<file path="config.mk">
export PLATFORM = sky130hd
export DESIGN_NAME = l2_reqs_buf_ctrl
export DESIGN_NICKNAME = d
export VERILOG_FILES = /design/src/rtl/l2_reqs_buf_ctrl.sv
export SDC_FILE = /design/constraint.sdc
export NUM_CORES = 2
export LEC_CHECK = 0
export ABC_AREA = 1
export CAP_MARGIN = 20
export CORE_MARGIN = 4
export CORE_UTILIZATION = 50
export DETAILED_ROUTE_END_ITERATION = 8
export GPL_ROUTABILITY_DRIVEN = 0
export GPL_TIMING_DRIVEN = 0
export HOLD_SLACK_MARGIN = 0.03
export PLACE_DENSITY = 0.75
export SETUP_SLACK_MARGIN = 0.05
export SLEW_MARGIN = 30
export SYNTH_ARGS = -nofsm -noshare
export SYNTH_HDL_FRONTEND = slang
export SYNTH_SLANG_ARGS = --single-unit
export TNS_END_PERCENT = 20
</file>
<file path="constraint.sdc">
create_clock -name clk -period 6.6 [get_ports clk]
set_input_delay 1.32 -clock clk [delete_from_list [all_inputs] [get_ports clk]]
set_output_delay 1.32 -clock clk [all_outputs]
set_load 0.02 [all_outputs]
</file>
<file path="src/rtl/l2_reqs_buf_ctrl.sv">
// Ongoing-transaction buffer (MSHR) for the L2 controller: N_REQS in-flight requests with
// allocate/update/invack/free ports, fully-associative line lookup and set-conflict detection.
module l2_reqs_buf_ctrl #(
    parameter int N_REQS       = 4,
    parameter int TAG_BITS     = 15,
    parameter int SET_BITS     = 9,
    parameter int WAY_BITS     = 3,
    parameter int STATE_BITS   = 4,
    parameter int INVACK_BITS  = 5,
    parameter int PAYLOAD_BITS = 128,
    localparam int IDX_BITS    = $clog2(N_REQS)
) (
    input  logic                    clk,
    input  logic                    rst,
    // alloc handshake: an entry is written at a posedge where alloc_valid && alloc_ready;
    // alloc_ready depends only on registered state, never on alloc_valid.
    input  logic                    alloc_valid,
    output logic                    alloc_ready,
    input  logic [TAG_BITS-1:0]     alloc_tag,
    input  logic [SET_BITS-1:0]     alloc_set,
    input  logic [WAY_BITS-1:0]     alloc_way,
    input  logic [STATE_BITS-1:0]   alloc_state,
    input  logic [PAYLOAD_BITS-1:0] alloc_payload,
    output logic [IDX_BITS-1:0]     alloc_idx,
    input  logic                    upd_valid,
    input  logic [IDX_BITS-1:0]     upd_idx,
    input  logic [STATE_BITS-1:0]   upd_state,
    input  logic                    invdec_valid,
    input  logic [IDX_BITS-1:0]     invdec_idx,
    input  logic                    invadd_valid,
    input  logic [IDX_BITS-1:0]     invadd_idx,
    input  logic [INVACK_BITS-1:0]  invadd_val,
    input  logic                    free_valid,
    input  logic [IDX_BITS-1:0]     free_idx,
    input  logic [TAG_BITS-1:0]     lkp_tag,
    input  logic [SET_BITS-1:0]     lkp_set,
    output logic                    lkp_hit,
    output logic [IDX_BITS-1:0]     lkp_idx,
    output logic                    set_conflict,
    output logic [IDX_BITS-1:0]     set_conflict_idx,
    input  logic [IDX_BITS-1:0]     rd_idx,
    output logic                    rd_valid,
    output logic [TAG_BITS-1:0]     rd_tag,
    output logic [SET_BITS-1:0]     rd_set,
    output logic [WAY_BITS-1:0]     rd_way,
    output logic [STATE_BITS-1:0]   rd_state,
    output logic [INVACK_BITS-1:0]  rd_invack,
    output logic [PAYLOAD_BITS-1:0] rd_payload,
    output logic [N_REQS-1:0]       invack_zero,
    output logic [IDX_BITS:0]       count,
    output logic                    empty,
    output logic                    full
);

    logic [N_REQS-1:0]       valid_q;
    logic [TAG_BITS-1:0]     tag_q     [N_REQS];
    logic [SET_BITS-1:0]     set_q     [N_REQS];
    logic [WAY_BITS-1:0]     way_q     [N_REQS];
    logic [STATE_BITS-1:0]   state_q   [N_REQS];
    logic [INVACK_BITS-1:0]  invack_q  [N_REQS];
    logic [PAYLOAD_BITS-1:0] payload_q [N_REQS];

    logic [N_REQS-1:0]       free_hit;
    logic [N_REQS-1:0]       upd_hit;
    logic [N_REQS-1:0]       inv_hit;
    logic [INVACK_BITS-1:0]  inv_next  [N_REQS];
    logic                    alloc_fire;

    // Status, alloc slot select (lowest free index), lookup (lowest match wins by downward scan).
    always_comb begin
        count            = '0;
        alloc_idx        = '0;
        lkp_hit          = 1'b0;
        lkp_idx          = '0;
        set_conflict     = 1'b0;
        set_conflict_idx = '0;
        for (int i = N_REQS - 1; i >= 0; i--) begin
            count = count + (IDX_BITS + 1)'(valid_q[i]);
            if (!valid_q[i]) alloc_idx = IDX_BITS'(i);
            if (valid_q[i] && set_q[i] == lkp_set) begin
                set_conflict     = 1'b1;
                set_conflict_idx = IDX_BITS'(i);
                if (tag_q[i] == lkp_tag) begin
                    lkp_hit = 1'b1;
                    lkp_idx = IDX_BITS'(i);
                end
            end
        end
    end

    assign full        = (count == (IDX_BITS + 1)'(N_REQS));
    assign empty       = (count == '0);
    assign alloc_ready = !full;
    assign alloc_fire  = alloc_valid && alloc_ready;

    // Per-entry write enables; a free in the same cycle masks state and invack updates.
    always_comb begin
        for (int i = 0; i < N_REQS; i++) begin
            free_hit[i]    = free_valid && free_idx == IDX_BITS'(i) && valid_q[i];
            upd_hit[i]     = upd_valid && upd_idx == IDX_BITS'(i) && valid_q[i] && !free_hit[i];
            inv_hit[i]     = valid_q[i] && !free_hit[i] &&
                             ((invdec_valid && invdec_idx == IDX_BITS'(i)) ||
                              (invadd_valid && invadd_idx == IDX_BITS'(i)));
            inv_next[i]    = invack_q[i]
                           - ((invdec_valid && invdec_idx == IDX_BITS'(i)) ? INVACK_BITS'(1) : '0)
                           + ((invadd_valid && invadd_idx == IDX_BITS'(i)) ? invadd_val : '0);
            invack_zero[i] = valid_q[i] && invack_q[i] == '0;
        end
    end

    always_ff @(posedge clk or negedge rst) begin
        if (!rst) begin
            valid_q <= '0;
            for (int i = 0; i < N_REQS; i++) begin
                tag_q[i]     <= '0;
                set_q[i]     <= '0;
                way_q[i]     <= '0;
                state_q[i]   <= '0;
                invack_q[i]  <= '0;
                payload_q[i] <= '0;
            end
        end else begin
            for (int i = 0; i < N_REQS; i++) begin
                if (free_hit[i]) valid_q[i] <= 1'b0;
                if (upd_hit[i])  state_q[i] <= upd_state;
                if (inv_hit[i])  invack_q[i] <= inv_next[i];
            end
            // alloc_idx always names an invalid entry, so it never collides with the hits above.
            if (alloc_fire) begin
                valid_q[alloc_idx]   <= 1'b1;
                tag_q[alloc_idx]     <= alloc_tag;
                set_q[alloc_idx]     <= alloc_set;
                way_q[alloc_idx]     <= alloc_way;
                state_q[alloc_idx]   <= alloc_state;
                invack_q[alloc_idx]  <= '0;
                payload_q[alloc_idx] <= alloc_payload;
            end
        end
    end

    assign rd_valid   = valid_q[rd_idx];
    assign rd_tag     = tag_q[rd_idx];
    assign rd_set     = set_q[rd_idx];
    assign rd_way     = way_q[rd_idx];
    assign rd_state   = state_q[rd_idx];
    assign rd_invack  = invack_q[rd_idx];
    assign rd_payload = payload_q[rd_idx];

endmodule

</file>
# Yosys cells after proc, flatten, opt, wreduce, memory -nomap -nowiden
# Cells that the tools add are included.
# W data, S select, Z words.
# classes
n_addsub,11
magnitude_cmp,6
n_eq_ne,21
mux,90
n_bitwise,5
reduce_logical,65
# ops
operator,n
$bwmux W512,1
$mux W128,3
$bmux W128 S2,1
$demux W128 S2,1
$bwmux W60,1
$eq A15 B15 Y1,4
$mux W5,11
$logic_and A1 B1 Y1,47
$mux W15,3
$bwmux W36,1
$eq A9 B9 Y1,4
$mux W2,16
$mux W4,8
$bmux W15 S2,1
$demux W15 S2,1
$mux W9,3
$mux W1,22
$add A5 B5 Y5,4
$and A20 B20 Y20,1
$logic_not A5 Y1,4
$mux W20,1
$not A20 Y20,1
$sub A5 B1 Y5,4
$bmux W9 S2,1
other kinds (29),54
# word_totals
reg_bits,660
inputBits,209
out_inout_bits,183
wordCells,223

# Longest topological paths before layout
# logic_depth
depth_word,12
mapped_depth,16
ltp_nobuf,16

# Worst setup path after synthesis
# OpenSTA, ideal clock, no wires.
# synth_path
path_type,input to output
start,in rd_idx[1]
end,out rd_invack[4]
t_arrival_ns,2.576
required_time_ns,5.280
path_slack_ns,2.704
stages,6
path_buffers,3
path_cell_list,clkbuf_1 -> inv_1 -> clkbuf_1 -> clkbuf_1 -> o21ai_0 -> o22ai_1
# synth_via
elab_chain_len,4
# synth_rtl
item,line_no,rtl
from (decl),41,"input logic [IDX_BITS-1:0] rd_idx,"
$not A2 Y3 (implied by the code),146,assign rd_invack = invack_q[rd_idx];
$bmux W5 S2,146,
$mux W5 (implied by the code) (2 in series),146,
to (decl),47,"output logic [INVACK_BITS-1:0] rd_invack,"
# No other way between the ends. The select of a mux whose other input is x is not followed.

# Worst setup path after layout
# layout_path
start,in rd_idx[1]
end,out rd_way[2]
# layout_via
elab_chain_len,4
# layout_rtl
item,line_no,rtl
$not A2 Y3 (implied by the code),144,assign rd_way = way_q[rd_idx];
$bmux W3 S2,144,
$mux W3 (implied by the code) (2 in series),144,
to (decl),45,"output logic [WAY_BITS-1:0] rd_way,"
# No other way between the ends. The select of a mux whose other input is x is not followed.

==> results.txt <==
----------------------------------------------------
[Status]
  Run status ... finished, final reports clean

[Synthesis]
  Number of flip-flops and latches in the synthesized netlist ... 660
  Warning count from the yosys run ... 0
  Largest cells by area after synthesis ... sky130_fd_sc_hd__dfrtp_1 53%, sky130_fd_sc_hd__nand2_1 14%, sky130_fd_sc_hd__o21ai_0 12%
  Area leader, netlist ... sky130_fd_sc_hd__dfrtp_1
  Cell area after synthesis ... approximately 31000 um^2
  Post-Syn Nets ... roughly 4200
  Average footprint of a synthesized cell ... 7.89 um^2
  Synthesized instance count ... 3986
  Share of the synthesized area in the top cell type ... approximately 53%
  Yosys cell types ... 31
  Sequential element share of the synthesized area ... between 50% and 60%

[Timing]
  Actual slew at the worst max-slew pin ... about 870 ps
  Slew Viols, Final ... 0
  Setup repair after global routing missed its margin ... no
  Final setup violation count ... 0
  TNS Setup ... 0 ps
  Final period util ... 86.5%
  Maximum achievable frequency ... about 180 MHz
  Min Tclk post-route ... 5710 ps
  Fin Clk Skew ... 16.1 ps
  Count of endpoints failing hold in the final timing report ... 0
  Slew margin rel. ... between 40% and 50%

[Floorplanning]
  Chip Width ... about 260 um
  Site Rows ... between 90 and 100
  Die Footprint ... 67000 um^2
  Core footprint ... between 60000 and 70000 um^2
  I/O pin count ... 392
  Die H ... ~260 um
  Effective utilization at floorplan ... roughly half

[GRT]
  Met2 Track Usage GR ... around 49%
  Busiest layer in global routing ... met2
  Met3 Resource Use GR ... 6.80%
  Wire length of the first global-routing pass ... about 170000 um
  Vias in the first global route ... 29200
  Met1 Usage GRT ... 42.7%
  Antenna violations before repair ... 14
  Global route overflow ... 0
  Maximum number of pins on one net before global-route repair ... between 80 and 90
  All-Layer GR Usage ... between 30% and 40%

[Placed design]
  Count of buffers from port buffering ... 381
  Post-detail-place hpwl ... roughly 74000 um

[Routing]
  Post-DR vias/cell ... between 5 and 6
  Count of vias placed by the detailed router ... about 30000
  Overall routed net length ... approximately 110000 um
  Iteration-0 DRC count of the detailed router ... 3038
  Post-route DRC violation count ... 0
  Number of optimization iterations in the first detailed-route pass ... 7
  Mean routed wirelength per cell ... about 20 um
  Remaining number of nets flagged by the antenna check after routing ... 0

[Setup path]
  Reg-to-Reg Start ... valid_q[3]
  Crit path launch type ... input port
  Endpoint kind of the worst setup timing path ... output port
  Worst path required time ... 5280 ps
  WP data arrival ... 4390 ps
  Type of the worst setup path ... in2out
  Crit path launch ... rd_idx[1]
  Maximum net fanout on the critical path ... 10

[Clocking]
  H-tree Lvls ... 3
  Post-CTS setup buffer count ... 0
  Root cell of the clock tree ... sky130_fd_sc_hd__clkbuf_16
  CTS buffer count ... 72
  TritonCTS clock tree ... built
  Count of clock tree sinks ... between 600 and 700
  Post-cts repair resize count ... 0
  Count of hold-fix buffers inserted at cts ... 0
  Clock-pin slew reported for the worst setup and hold paths after clock tree synthesis ... 60 ps
  Maximum count of clock buffers along a single path ... 3
  Clock insertion delay at the later pin of the skew report ... ~610 ps

[Power]
  Peak ir drop on the vdd network ... around 230 uV
  Power Density ... approximately 460 nW/um^2
  Pwr Total ... approximately 18000 uW
  Static Leakage ... about 0.019 uW

[Finish]
  Share of cells above drive strength 1 ... between 4 and 5%
  Area growth from synthesis to final layout ... 24.1%
  Nets@finish ... 4697

[Min path]
  Worst hold path type ... reg2reg
  Source of the worst hold timing path ... payload_q[122]

[Job]
  Maxcap violations ... 0

----------------------------------------------------
==> per-stage QoR <==
stage	util (%)	setup slack [ps]	cells	hold slack (ps)	instance area, um^2
finish	63.0	894	5354	470	39000
global route	63.0	930	5347	491	39000
CTS	62.9	1030	5341	474	39000
detailed placement	59.0	1040	5212	459	36500
global placement	58.6	-25430	5204	454	36300
floorplan	-	2700	3986	443	31400
==> flip-flops by register name, summed over array words and instances, names as in the netlist <==
name       flops
invack_q      20
payload_q    512
set_q         36
state_q       16
tag_q         60
valid_q        4
way_q         12
==> power breakdown <==
group          switching, uW  internal [uW]  total (uW)
Sequential              1130           5940        7070
Combinational           4210           2580        6790
Clock                   1690           2460        4150
Total                   7030          11000       18000
==> final timing paths <==
path | endpoint | slack, ps | depth (start not counted)
setup reg to reg | payload_q[16] | 2750 | 12
min in group asynchronous | payload_q[503] | 570 | 1
hold reg to reg | payload_q[122] | 470 | 2
hold / removal | payload_q[122] | 470 | 2
setup / recovery | rd_way[2] | 890 | 7
max in group asynchronous | payload_q[33] | 4450 | 4
==> layer usage <==
metal	up-vias	share of wire, %
li1	13800	-
met1	14500	40
met4	6	4.5
met2	1543	46
met3	287	9.7
met5	-	0.044
==> cell type report <==
type / instances / area [um^2]
Fill cell: 5422 / 22900
Sequential cell: 660 / 16500
Multi-Input combinational cell: 2784 / 12800
Timing Repair Buffer: 389 / 4040
Clock buffer: 104 / 2100
Buffer: 255 / 1080
Inverter: 287 / 1080
Tap cell: 837 / 1050
Clock inverter: 25 / 343
Antenna cell: 13 / 32.5
==> placed cells by master, fill, tap and decap left out, drive strengths merged, types with 13 or more instances in the layout <==
cell type         n
clkdlybuf4s50   380
clkinv           15
diode            13
nand3            30
o21ai           808
xnor2            36
xor2             27
nor2            398
ha               34
dfrtp           660
nand2          1200
clkbuf          269
o22ai           154
buf              99
inv             288
a21oi            51
==> cell families (layout without fill, tap and decap cells) <==
logic type / count (synthesis) / count (layout) / share of synthesized area (%)
xor gates and xnor gates: 63 / 63 / 1.76
and+or+nand+nor: 1649 / 1649 / 20.0
other: 0 / 13 / 0
adders and majority gates: 39 / 39 / 1.67
AOI/OAI and AO/OA: 1033 / 1033 / 17.2
buffers and inverters: 542 / 1060 / 6.83
DFF: 660 / 660 / 52.5
==> cells in the mapped netlist (all sizes together) <==
master,n
o211ai,6
or2,2
a21oi,51
inv,286
o22ai,154
a211oi,9
nor2,398
nand3,30
nor3,7
xor2,27
fa,5
ha,34
a31oi,3
nand2,1200
buf,90
o21bai,2
o21ai,808
nor3b,1
nand4,9
clkinv,1
xnor2,36
and2,1
clkbuf,165
nor2b,1
dfrtp,660
==> worst max-delay path: stages <==
cell and delay [ps]:
sky130_fd_sc_hd__clkbuf_1 350, sky130_fd_sc_hd__inv_1 350, sky130_fd_sc_hd__clkbuf_1 560, sky130_fd_sc_hd__clkbuf_1 510, sky130_fd_sc_hd__o21ai_0 190, sky130_fd_sc_hd__o22ai_1 390
sky130_fd_sc_hd__clkdlybuf4s50_1 700
(Power assumes the default switching activity.)
